File: config.mk
export PLATFORM = sky130hd
export DESIGN_NAME = regfile_write_ctrl_flat
export DESIGN_NICKNAME = d
export VERILOG_FILES = /design/src/rtl/regfile_write_ctrl_if.sv /design/src/rtl/regfile_write_ctrl.sv /design/src/flat_wrapper.sv
export SDC_FILE = /design/constraint.sdc
export NUM_CORES = 1
export LEC_CHECK = 0
export BUFFER_PORTS_ARGS = -buffer_cell sky130_fd_sc_hd__buf_2
export CORE_MARGIN = 8
export CORE_UTILIZATION = 35
export DETAILED_ROUTE_END_ITERATION = 7
export PLACE_DENSITY_LB_ADDON = 0.15
export SLEW_MARGIN = 30
export SYNTH_ARGS = -nofsm -noshare
export SYNTH_HDL_FRONTEND = slang
export SYNTH_SLANG_ARGS = --single-unit
File: constraint.sdc
create_clock -name clk -period 3 [get_ports clk]
set_input_delay 0.15 -clock clk [delete_from_list [all_inputs] [get_ports clk]]
set_output_delay 0.15 -clock clk [all_outputs]
set_load 0.02 [all_outputs]
File: src/rtl/regfile_write_ctrl_if.sv
// Bus bundle between the result producers / read path and the register-file
// write controller.
//   master : producer side (ALU, load unit) and read-path forwarding lookup
//   slave  : regfile_write_ctrl
// Signals:
//   alu_*     ALU result handshake (valid/ready, destination, data)
//   ld_*      load result handshake (valid/ready, destination, data)
//   fwd_*     forwarding lookup for the two read ports
//   init_busy register-file clear sequence in progress
//   reg_write / write_reg / write_data  register-file write port
interface regfile_write_ctrl_if #(
    parameter int DATA_W = 4,
    parameter int ADDR_W = 4
);
    logic              alu_valid;
    logic              alu_ready;
    logic [ADDR_W-1:0] alu_reg;
    logic [DATA_W-1:0] alu_data;

    logic              ld_valid;
    logic              ld_ready;
    logic [ADDR_W-1:0] ld_reg;
    logic [DATA_W-1:0] ld_data;

    logic [ADDR_W-1:0] fwd_reg1;
    logic [ADDR_W-1:0] fwd_reg2;
    logic              fwd_hit1;
    logic [DATA_W-1:0] fwd_data1;
    logic              fwd_hit2;
    logic [DATA_W-1:0] fwd_data2;

    logic              init_busy;
    logic              reg_write;
    logic [ADDR_W-1:0] write_reg;
    logic [DATA_W-1:0] write_data;

    modport master (
        output alu_valid, alu_reg, alu_data,
        output ld_valid, ld_reg, ld_data,
        output fwd_reg1, fwd_reg2,
        input  alu_ready, ld_ready,
        input  fwd_hit1, fwd_data1, fwd_hit2, fwd_data2,
        input  init_busy, reg_write, write_reg, write_data
    );

    modport slave (
        input  alu_valid, alu_reg, alu_data,
        input  ld_valid, ld_reg, ld_data,
        input  fwd_reg1, fwd_reg2,
        output alu_ready, ld_ready,
        output fwd_hit1, fwd_data1, fwd_hit2, fwd_data2,
        output init_busy, reg_write, write_reg, write_data
    );
endinterface

File: src/rtl/regfile_write_ctrl.sv
// Write-side controller for the register file.
// Clears every register after reset (the register file has no reset of its
// own), then accepts ALU and load results over valid/ready handshakes,
// queues them in order and retires one write per cycle. A combinational
// forwarding lookup exposes pending writes to the read path.
// Ports:
//   clk    rising-edge clock
//   rst_n  asynchronous active-low reset
//   bus    regfile_write_ctrl_if.slave (handshakes, forwarding, write port)
//
// state   | meaning
// --------+--------------------------------------------------------------
// ST_INIT | writing zero to registers 0..NUM_REGS-1, producers held off
// ST_RUN  | accepting results, retiring one queued write per cycle
module regfile_write_ctrl #(
    parameter int DATA_W   = 4,
    parameter int ADDR_W   = 4,
    parameter int NUM_REGS = 16,
    parameter int QDEPTH   = 4
) (
    input  logic                 clk,
    input  logic                 rst_n,
    regfile_write_ctrl_if.slave  bus
);
    localparam int PTR_W  = $clog2(QDEPTH);
    localparam int CNT_W  = PTR_W + 1;
    localparam int INIT_W = $clog2(NUM_REGS + 1);

    typedef enum logic {
        ST_INIT = 1'b0,
        ST_RUN  = 1'b1
    } state_t;

    state_t            state;
    logic [INIT_W-1:0] init_cnt;
    logic              init_busy_q;
    logic              reg_write_q;
    logic [ADDR_W-1:0] write_reg_q;
    logic [DATA_W-1:0] write_data_q;

    logic [ADDR_W-1:0] q_reg  [QDEPTH];
    logic [DATA_W-1:0] q_data [QDEPTH];
    logic [PTR_W-1:0]  rd_ptr;
    logic [PTR_W-1:0]  wr_ptr;
    logic [CNT_W-1:0]  count;
    logic [CNT_W-1:0]  free;

    logic              run;
    logic              ld_ready;
    logic              alu_ready;
    logic              push_ld;
    logic              push_alu;
    logic              pop;
    logic [PTR_W-1:0]  alu_slot;

    assign run  = (state == ST_RUN);
    assign free = CNT_W'(QDEPTH) - count;

    // The ALU reserves a second slot whenever a load is offered, so a
    // simultaneous load can never be starved of space by the ALU.
    always_comb begin
        ld_ready  = run && (free >= CNT_W'(1));
        alu_ready = run && (bus.ld_valid ? (free >= CNT_W'(2)) : (free >= CNT_W'(1)));
    end

    // Register 0 results complete the handshake but are dropped here.
    assign push_ld  = bus.ld_valid  && ld_ready  && (bus.ld_reg  != '0);
    assign push_alu = bus.alu_valid && alu_ready && (bus.alu_reg != '0);
    assign pop      = run && (count != '0);
    // Load goes ahead of the ALU result when both arrive together.
    assign alu_slot = wr_ptr + PTR_W'(push_ld);

    always_ff @(posedge clk) begin
        if (push_ld) begin
            q_reg[wr_ptr]  <= bus.ld_reg;
            q_data[wr_ptr] <= bus.ld_data;
        end
        if (push_alu) begin
            q_reg[alu_slot]  <= bus.alu_reg;
            q_data[alu_slot] <= bus.alu_data;
        end
    end

    always_ff @(posedge clk or negedge rst_n) begin
        if (!rst_n) begin
            state        <= ST_INIT;
            init_cnt     <= '0;
            init_busy_q  <= 1'b1;
            reg_write_q  <= 1'b0;
            write_reg_q  <= '0;
            write_data_q <= '0;
            rd_ptr       <= '0;
            wr_ptr       <= '0;
            count        <= '0;
        end else begin
            case (state)
                ST_INIT: begin
                    if (init_cnt < INIT_W'(NUM_REGS)) begin
                        reg_write_q  <= 1'b1;
                        write_reg_q  <= ADDR_W'(init_cnt);
                        write_data_q <= '0;
                        init_cnt     <= init_cnt + INIT_W'(1);
                    end else begin
                        reg_write_q <= 1'b0;
                        init_busy_q <= 1'b0;
                        state       <= ST_RUN;
                    end
                end
                ST_RUN: begin
                    if (pop) begin
                        reg_write_q  <= 1'b1;
                        write_reg_q  <= q_reg[rd_ptr];
                        write_data_q <= q_data[rd_ptr];
                    end else begin
                        reg_write_q <= 1'b0;
                    end
                    rd_ptr <= rd_ptr + PTR_W'(pop);
                    wr_ptr <= wr_ptr + PTR_W'(push_ld) + PTR_W'(push_alu);
                    count  <= count + CNT_W'(push_ld) + CNT_W'(push_alu) - CNT_W'(pop);
                end
                default: state <= ST_INIT;
            endcase
        end
    end

    // Forwarding: scan oldest to youngest (output stage, then head..tail)
    // so the last match found is the youngest pending write.
    logic [ADDR_W-1:0] fwd_idx  [2];
    logic              fwd_hit  [2];
    logic [DATA_W-1:0] fwd_data [2];
    logic [PTR_W-1:0]  fwd_slot;

    always_comb begin
        fwd_idx[0] = bus.fwd_reg1;
        fwd_idx[1] = bus.fwd_reg2;
        fwd_slot   = '0;
        for (int p = 0; p < 2; p++) begin
            fwd_hit[p]  = 1'b0;
            fwd_data[p] = '0;
            if (run && (fwd_idx[p] != '0)) begin
                if (reg_write_q && (write_reg_q == fwd_idx[p])) begin
                    fwd_hit[p]  = 1'b1;
                    fwd_data[p] = write_data_q;
                end
                for (int i = 0; i < QDEPTH; i++) begin
                    fwd_slot = rd_ptr + PTR_W'(i);
                    if ((CNT_W'(i) < count) && (q_reg[fwd_slot] == fwd_idx[p])) begin
                        fwd_hit[p]  = 1'b1;
                        fwd_data[p] = q_data[fwd_slot];
                    end
                end
            end
        end
    end

    assign bus.ld_ready   = ld_ready;
    assign bus.alu_ready  = alu_ready;
    assign bus.fwd_hit1   = fwd_hit[0];
    assign bus.fwd_data1  = fwd_data[0];
    assign bus.fwd_hit2   = fwd_hit[1];
    assign bus.fwd_data2  = fwd_data[1];
    assign bus.init_busy  = init_busy_q;
    assign bus.reg_write  = reg_write_q;
    assign bus.write_reg  = write_reg_q;
    assign bus.write_data = write_data_q;
endmodule

File: src/flat_wrapper.sv
// flat-port wrapper written by rule: the top's interface ports become plain ports
module regfile_write_ctrl_flat 
#(
    parameter int DATA_W   = 4,
    parameter int ADDR_W   = 4,
    parameter int NUM_REGS = 16,
    parameter int QDEPTH   = 4
)
  (clk, rst_n, bus_alu_valid, bus_alu_reg, bus_alu_data, bus_ld_valid, bus_ld_reg, bus_ld_data, bus_fwd_reg1, bus_fwd_reg2, bus_alu_ready, bus_ld_ready, bus_fwd_hit1, bus_fwd_data1, bus_fwd_hit2, bus_fwd_data2, bus_init_busy, bus_reg_write, bus_write_reg, bus_write_data);
  regfile_write_ctrl_if #(.DATA_W(DATA_W), .ADDR_W(ADDR_W)) bus_i ();
  input  logic clk;
  input  logic rst_n;
  input wire logic [$bits(bus_i.alu_valid)-1:0] bus_alu_valid;
  input wire logic [$bits(bus_i.alu_reg)-1:0] bus_alu_reg;
  input wire logic [$bits(bus_i.alu_data)-1:0] bus_alu_data;
  input wire logic [$bits(bus_i.ld_valid)-1:0] bus_ld_valid;
  input wire logic [$bits(bus_i.ld_reg)-1:0] bus_ld_reg;
  input wire logic [$bits(bus_i.ld_data)-1:0] bus_ld_data;
  input wire logic [$bits(bus_i.fwd_reg1)-1:0] bus_fwd_reg1;
  input wire logic [$bits(bus_i.fwd_reg2)-1:0] bus_fwd_reg2;
  output wire logic [$bits(bus_i.alu_ready)-1:0] bus_alu_ready;
  output wire logic [$bits(bus_i.ld_ready)-1:0] bus_ld_ready;
  output wire logic [$bits(bus_i.fwd_hit1)-1:0] bus_fwd_hit1;
  output wire logic [$bits(bus_i.fwd_data1)-1:0] bus_fwd_data1;
  output wire logic [$bits(bus_i.fwd_hit2)-1:0] bus_fwd_hit2;
  output wire logic [$bits(bus_i.fwd_data2)-1:0] bus_fwd_data2;
  output wire logic [$bits(bus_i.init_busy)-1:0] bus_init_busy;
  output wire logic [$bits(bus_i.reg_write)-1:0] bus_reg_write;
  output wire logic [$bits(bus_i.write_reg)-1:0] bus_write_reg;
  output wire logic [$bits(bus_i.write_data)-1:0] bus_write_data;
  assign bus_i.alu_valid = bus_alu_valid;
  assign bus_i.alu_reg = bus_alu_reg;
  assign bus_i.alu_data = bus_alu_data;
  assign bus_i.ld_valid = bus_ld_valid;
  assign bus_i.ld_reg = bus_ld_reg;
  assign bus_i.ld_data = bus_ld_data;
  assign bus_i.fwd_reg1 = bus_fwd_reg1;
  assign bus_i.fwd_reg2 = bus_fwd_reg2;
  assign bus_alu_ready = bus_i.alu_ready;
  assign bus_ld_ready = bus_i.ld_ready;
  assign bus_fwd_hit1 = bus_i.fwd_hit1;
  assign bus_fwd_data1 = bus_i.fwd_data1;
  assign bus_fwd_hit2 = bus_i.fwd_hit2;
  assign bus_fwd_data2 = bus_i.fwd_data2;
  assign bus_init_busy = bus_i.init_busy;
  assign bus_reg_write = bus_i.reg_write;
  assign bus_write_reg = bus_i.write_reg;
  assign bus_write_data = bus_i.write_data;
  regfile_write_ctrl #(.DATA_W(DATA_W), .ADDR_W(ADDR_W), .NUM_REGS(NUM_REGS), .QDEPTH(QDEPTH)) u_core (.clk(clk), .rst_n(rst_n), .bus(bus_i));
endmodule
## After elaboration in Yosys (flattened, before gate mapping)

Memories as Yosys holds them, arrays and structs flattened.
Cells that the tools add are included.
Widths: inputs -> output; s select.

| operators by class | value |
|---|---|
| add/subtract/negate cells | 11 |
| reductions and logical operators | 27 |
| eq/ne operators | 12 |
| bitwise operators | 2 |
| multiplexer cells | 40 |
| magnitude comparators | 7 |

Operators with widths:

| operator | number |
|---|---|
| $mux 4 | 16 |
| $eq 4x4->1 | 10 |
| $mux 1 | 21 |
| $logic_and 1x1->1 | 19 |
| $pmux 4 s2 | 2 |
| $reduce_bool 4->1 | 4 |
| $add 2x1->2 | 3 |
| $add 3x1->3 | 2 |
| $lt 1x3->1 const A | 2 |
| $lt 2x3->1 const A | 2 |
| $reduce_and 2->1 | 3 |
| $add 5x1->5 const B | 1 |
| $lt 5x5->1 const B | 1 |
| $add 2x2->2 const B | 2 |
| $ge 3x1->1 const B | 1 |
| $ge 3x2->1 const B | 1 |
| $reduce_bool 3->1 | 1 |
| $sub 3x1->3 | 1 |
| $sub 3x3->3 const A | 1 |
| $add 2x1->2 const B | 1 |
| $ne 2x1->1 const B | 1 |
| $ne 2x2->1 const B | 1 |
| $not 1->1 | 2 |
| $pmux 1 s2 | 1 |

| storage, ports and cells | value |
|---|---|
| bits in writable memories | 32 |
| flip-flop bits (word level) | 23 |
| logic and storage cells | 110 |
| memories | 2 |
| bits of input ports | 28 |
| output and inout port bits | 22 |

Memories:

| memory | depth | bits a word | rd ports | clocked after memory_dff | write ports | line | source |
|---|---|---|---|---|---|---|---|
| u_core.q_data | 4 | 4 | 4 | 0 | 2 | regfile_write_ctrl.sv:42 | `logic [DATA_W-1:0] q_data [QDEPTH];` |
| u_core.q_reg | 4 | 4 | 4 | 0 | 2 | regfile_write_ctrl.sv:41 | `logic [ADDR_W-1:0] q_reg [QDEPTH];` |

## Longest topological paths before layout

| depth | value |
|---|---|
| depth after elaboration | 8 |
| gate-level depth with buffers | 16 |
| depth with buffers taken out | 15 |

## Worst setup path after synthesis

Ideal clock, no wire load.

| timing path | value |
|---|---|
| kind | register -> register |
| start point | register u_core.count[0] |
| end point | memory u_core.q_data[1][0], enable pin |
| stages on the path, launching flop included | 13 |
| library setup time | 0.374 ns |
| buffers on the path | 1 |
| arrival | 2.976 ns |
| path slack | -0.350 ns |
| clock period less this slack | 3.350 ns |
| required time | 2.626 ns |
| cells stage by stage | dfrtp_1 -> inv_1 -> ha_1 -> ha_1 -> nand2b_1 -> nor3_1 -> nor2_1 -> and3_1 -> clkbuf_1 -> ha_1 -> xnor2_1 -> nand3_1 -> o21ai_1 |

RTL lines:

| item | line | source |
|---|---|---|
| from (decl) | regfile_write_ctrl.sv:45 | `logic [CNT_W-1:0] count;` |
| from (signal assigned) | regfile_write_ctrl.sv:119 | `count <= count + CNT_W'(push_ld) + CNT_W'(push_alu) - CNT_W'(pop);` |
| to (decl) | regfile_write_ctrl.sv:42 |  |

## Final worst setup path

| timing path | value |
|---|---|
| start point | register u_core.rd_ptr[0] |
| end point | output bus_fwd_data1[3] |

| between the ends | value |
|---|---|
| cells in the longest elaborated chain, start to end | 8 |
| elaborated cells on any way between the ends | 18 |
| those cells by class | add/sub: 3; eq/ne: 4; mux: 5; reduce/logical: 4; memory: 2 |

RTL lines:

| item | line | source |
|---|---|---|
| from (decl) | regfile_write_ctrl.sv:43 | `logic [PTR_W-1:0] rd_ptr;` |
| from (signal assigned) | regfile_write_ctrl.sv:117 | `rd_ptr <= rd_ptr + PTR_W'(pop);` |
| $add 2x1->2 or $mem_v2 4x4 (tied branches) | -- |  |
| $mem_v2 4x4 or $eq 4x4->1 (tied branches) | -- |  |
| $eq 4x4->1 or $logic_and 1x1->1 (tied branches) | regfile_write_ctrl.sv:147 | `if ((CNT_W'(i) < count) && (q_reg[fwd_slot] == fwd_idx[p])) begin` |
| $logic_and 1x1->1 or $mux 4 (tied branches) | regfile_write_ctrl.sv:147 |  |
| $mux 4 (2 in series) | regfile_write_ctrl.sv:147 |  |
| $mux 4 * | regfile_write_ctrl.sv:147 |  |
| $mux 4 * | regfile_write_ctrl.sv:140 | `if (run && (fwd_idx[p] != '0)) begin` |
| to (decl) | flat_wrapper.sv:24 | `output wire logic [$bits(bus_i.fwd_data1)-1:0] bus_fwd_data1;` |

Mark *: on every way between the ends. The rest lies on a longest branch, timed or not.

==> metrics.md <==
| Metric | Value |
|---|---|
| DR WL/cell | `approximately 19 um` |
| Yosys top cell area share | `20.82%` |
| CTS Buf Count | `5` |
| Hold Path Depth | `2` |
| Final worst path period share | `roughly 97%` |
| Antenna cells | `0` |
| Setup violations, final | `0` |
| Rows | `42` |
| First-iteration detailed-routing DRC count | `117` |
| Unrepaired setup endpoints after global routing | `true` |
| Drt total wl | `11730 um` |
| TNS Setup | `0 ps` |
| Total power | `6.748 mW` |
| Worst slew margin | `61.45%` |
| Critical-path top delay cell | `dfrtp_4` |
| Root Buffer Master | `clkbuf_16` |
| Core ar. | `13090 um^2` |
| Top_reg_cell synth | `edfxtp_1` |
| Max-slew violations | `0` |
| Syn Area/Cell | `between 10 and 15 um^2` |
| Slew @ Worst Pin | `573.8 ps` |
| Internal reg-to-reg setup slack | `190 ps` |
| Antenna viol nets, final | `0` |
| Fillers | `1247` |
| Post-synth ARST share | `41.82%` |
| R2R depth | `14` |
| Worst r2r src | `u_core.count[1]` |
| First-pass GRT wire length | `roughly 19000 um` |
| Initial Util | `35.27%` |
| DIE WIDTH | `130.8 um` |
| Initial antenna violation count | `0` |
| Leakage | `2.145 nW` |
| Die area | `~17000 um^2` |
| Hold/Removal Path Class | `in -> reg` |
| Clk buf depth | `2` |
| Pwr/cell area | `between 1000 and 1500 nW/um^2` |
| Worst Setup EP | `bus_fwd_data1[3]` |
| Finished Cell Area | `5504 um^2` |
| Non-filler cells in the finished layout | `633` |
| Global route total overflow | `0` |
| Boundary Pins | `50` |
| Largest net degree at the start of global routing | `24` |
| Worst clock skew | `13.78 ps` |
| CP peak stage delay | `510 ps` |
| CP Data Arrival Time | `2760 ps` |
| Setup crit start kind | `flip-flop` |
| Final Hold Viols | `0` |
| Synthesized instance count | `387` |
| Post-synth EDFFs | `32` |
| Cell variety after synth | `a little under 60` |
| DIE HEIGHT | `130.8 um` |
| Status | `finished clean` |
| GRT Util Overall | `14.29%` |
| H-tree levels | `2` |
| Worst skew pair latency | `between 300 and 400 ps` |
| CP Capture Type | `output pin` |
| CTS tree | `done` |
| Vias | `between 3000 and 4000` |
| Buffers on Ports | `49` |
| Reg-to-reg endpoint | `u_core.count[1]` |
| Hpwl dp | `9254 um` |
| Synth warn | `0` |
| Max cap viols | `0` |
| Post-synth top area cell | `edfxtp_1` |
| Largest cells by area after synthesis | `edfxtp_1, mux4_2, dfrtp_1` |
| Mapped cell area | `around 4600 um^2` |
| Highest clock rate | `344.0 MHz` |
| Post-Place Cell Area | `~5200 um^2` |
| Max VDD drop | `around 0.4 mV` |
| DRT Pass-1 Iters | `4` |
| WP data required | `2850 ps` |
| Worst Setup SP | `u_core.rd_ptr[0]` |
| Vias in the first global route | `between 3000 and 4000` |
| Syn-to-layout area delta | `19.25%` |
| TritonCTS Sinks | `55` |
| Critical path cell sequence | `buf_12 > mux4_2 > xor2_1 > a2111oi_2 > nor2_1 > a211oi_1 > buf_2` |
| Syn_nets | `428` |
| Critical path type | `reg -> out` |
| Post-layout util | `42.06%` |
| Critical Path Fanout Max | `8` |
| Layout cells sized above 1 | `35.23%` |
| Final Net Count | `497` |
| Clk pin slew, worst setup/hold paths | `80 ps` |
| Post-synthesis sequential area ratio | `33.32%` |
| DR DRC count | `0` |
| Final GP Congestion | `slightly above 0.8` |
| Synthesized flop and latch total | `55` |
| Synth top cells by count | `edfxtp_1, mux2_1, mux4_2, xnor2_1, mux2i_1` |
| Routed vias/inst | `5.283` |
| Tmin final | `2907 ps` |
| Dpl cells | `611` |
[worst max-delay path: cells and delay by family (launching register included)]
family	cells	cell delay, ps
compound gates	2	720
simple gates	1	210
xor+xnor	1	170
flops	1	510
mux	1	480
buf+inv	2	370
[where the power goes]
part / leakage, nW / internal [mW] / switching (mW)
sequential: 0.564 / 1.22 / 0.372
clock: 0.0748 / 0.318 / 0.302
combinational: 1.51 / 2.22 / 2.32
[logic make-up (layout without fill, tap and decap cells)]
| kind of cell | after synthesis | in the layout | synth area share (%) |
|---|---|---|---|
| adders and majority gates | 13 | 13 | 3.849 |
| buffers and inverters | 38 | 108 | 4.093 |
| AOI/OAI and AO/OA | 56 | 56 | 9.217 |
| and+or+nand+nor | 83 | 83 | 10.71 |
| DFF | 55 | 55 | 33.32 |
| muxes | 93 | 93 | 29.52 |
| xor gates and xnor gates | 49 | 49 | 9.298 |
[stage by stage]
stage / setup slack, ps / hold slack [ps]
2_1_floorplan: 3.395 / -145.6
3_3_place_gp: 145.2 / 174.4
3_5_place_dp: 98.92 / 167.8
4_1_cts: 4.746 / 158.2
5_1_grt: -34.45 / 170.8
6_report: 93.15 / 166.1
[routing by layer]
layer,vias to the layer above,share of wire (%),global-route usage (%)
met5,-,0,0
met4,0,1.0,3.984
met3,6,3.9,2.151
met2,75,47,23.22
met1,1642,48,19.36
li1,1621,-,-
[final cells by class]
| type | instances | area (um^2) | area share, % |
|---|---|---|---|
| multi-input cells | 294 | 2967 | 53.90 |
| clock buffers | 5 | 125.1 | 2.273 |
| repair buffers | 88 | 573.1 | 10.41 |
| flip-flops and latches | 55 | 1545 | 28.07 |
| well taps | 176 | 220.2 | 4.001 |
| inverters | 12 | 47.55 | 0.8638 |
| clock inverters | 3 | 26.28 | 0.4774 |
[what timing repair did]
item / 4_1_cts / 5_1_grt
setup endpoints to repair: 9 / 67
pin swaps: 0 / 3
buffers inserted: 5 / 8
gates cloned: 0 / 0
hold endpoints to repair: 22 / 0
hold buffers: 1 / 0
resized for setup: 4 / 7
[placed cells by master, fill, tap and decap left out, drive strengths merged, types with 11 or more instances in the layout]
cell type / synthesis / layout
buf: 12 / 87
mux2: 35 / 35
edfxtp: 32 / 32
mux4: 31 / 31
xnor2: 31 / 31
mux2i: 27 / 27
dfrtp: 22 / 22
xor2: 18 / 18
nor2: 15 / 15
a21oi: 13 / 13
nand2: 13 / 13
inv: 11 / 13
nand3: 11 / 11
ha: 11 / 11
[how the worst min path moves through the flow]
stage | from | endpoint | slack [ps]
2_1_floorplan | rst_n | u_core.bus.reg_write | -150
3_3_place_gp | rst_n | u_core.init_cnt[2] | 170
3_5_place_dp | rst_n | u_core.init_cnt[2] | 170
4_1_cts | bus_ld_data[2] | u_core.q_data[0][2] | 160
5_1_grt | bus_ld_data[2] | u_core.q_data[0][2] | 170
6_report | bus_ld_data[1] | u_core.q_data[0][1] | 170
(Power assumes the default switching activity.)
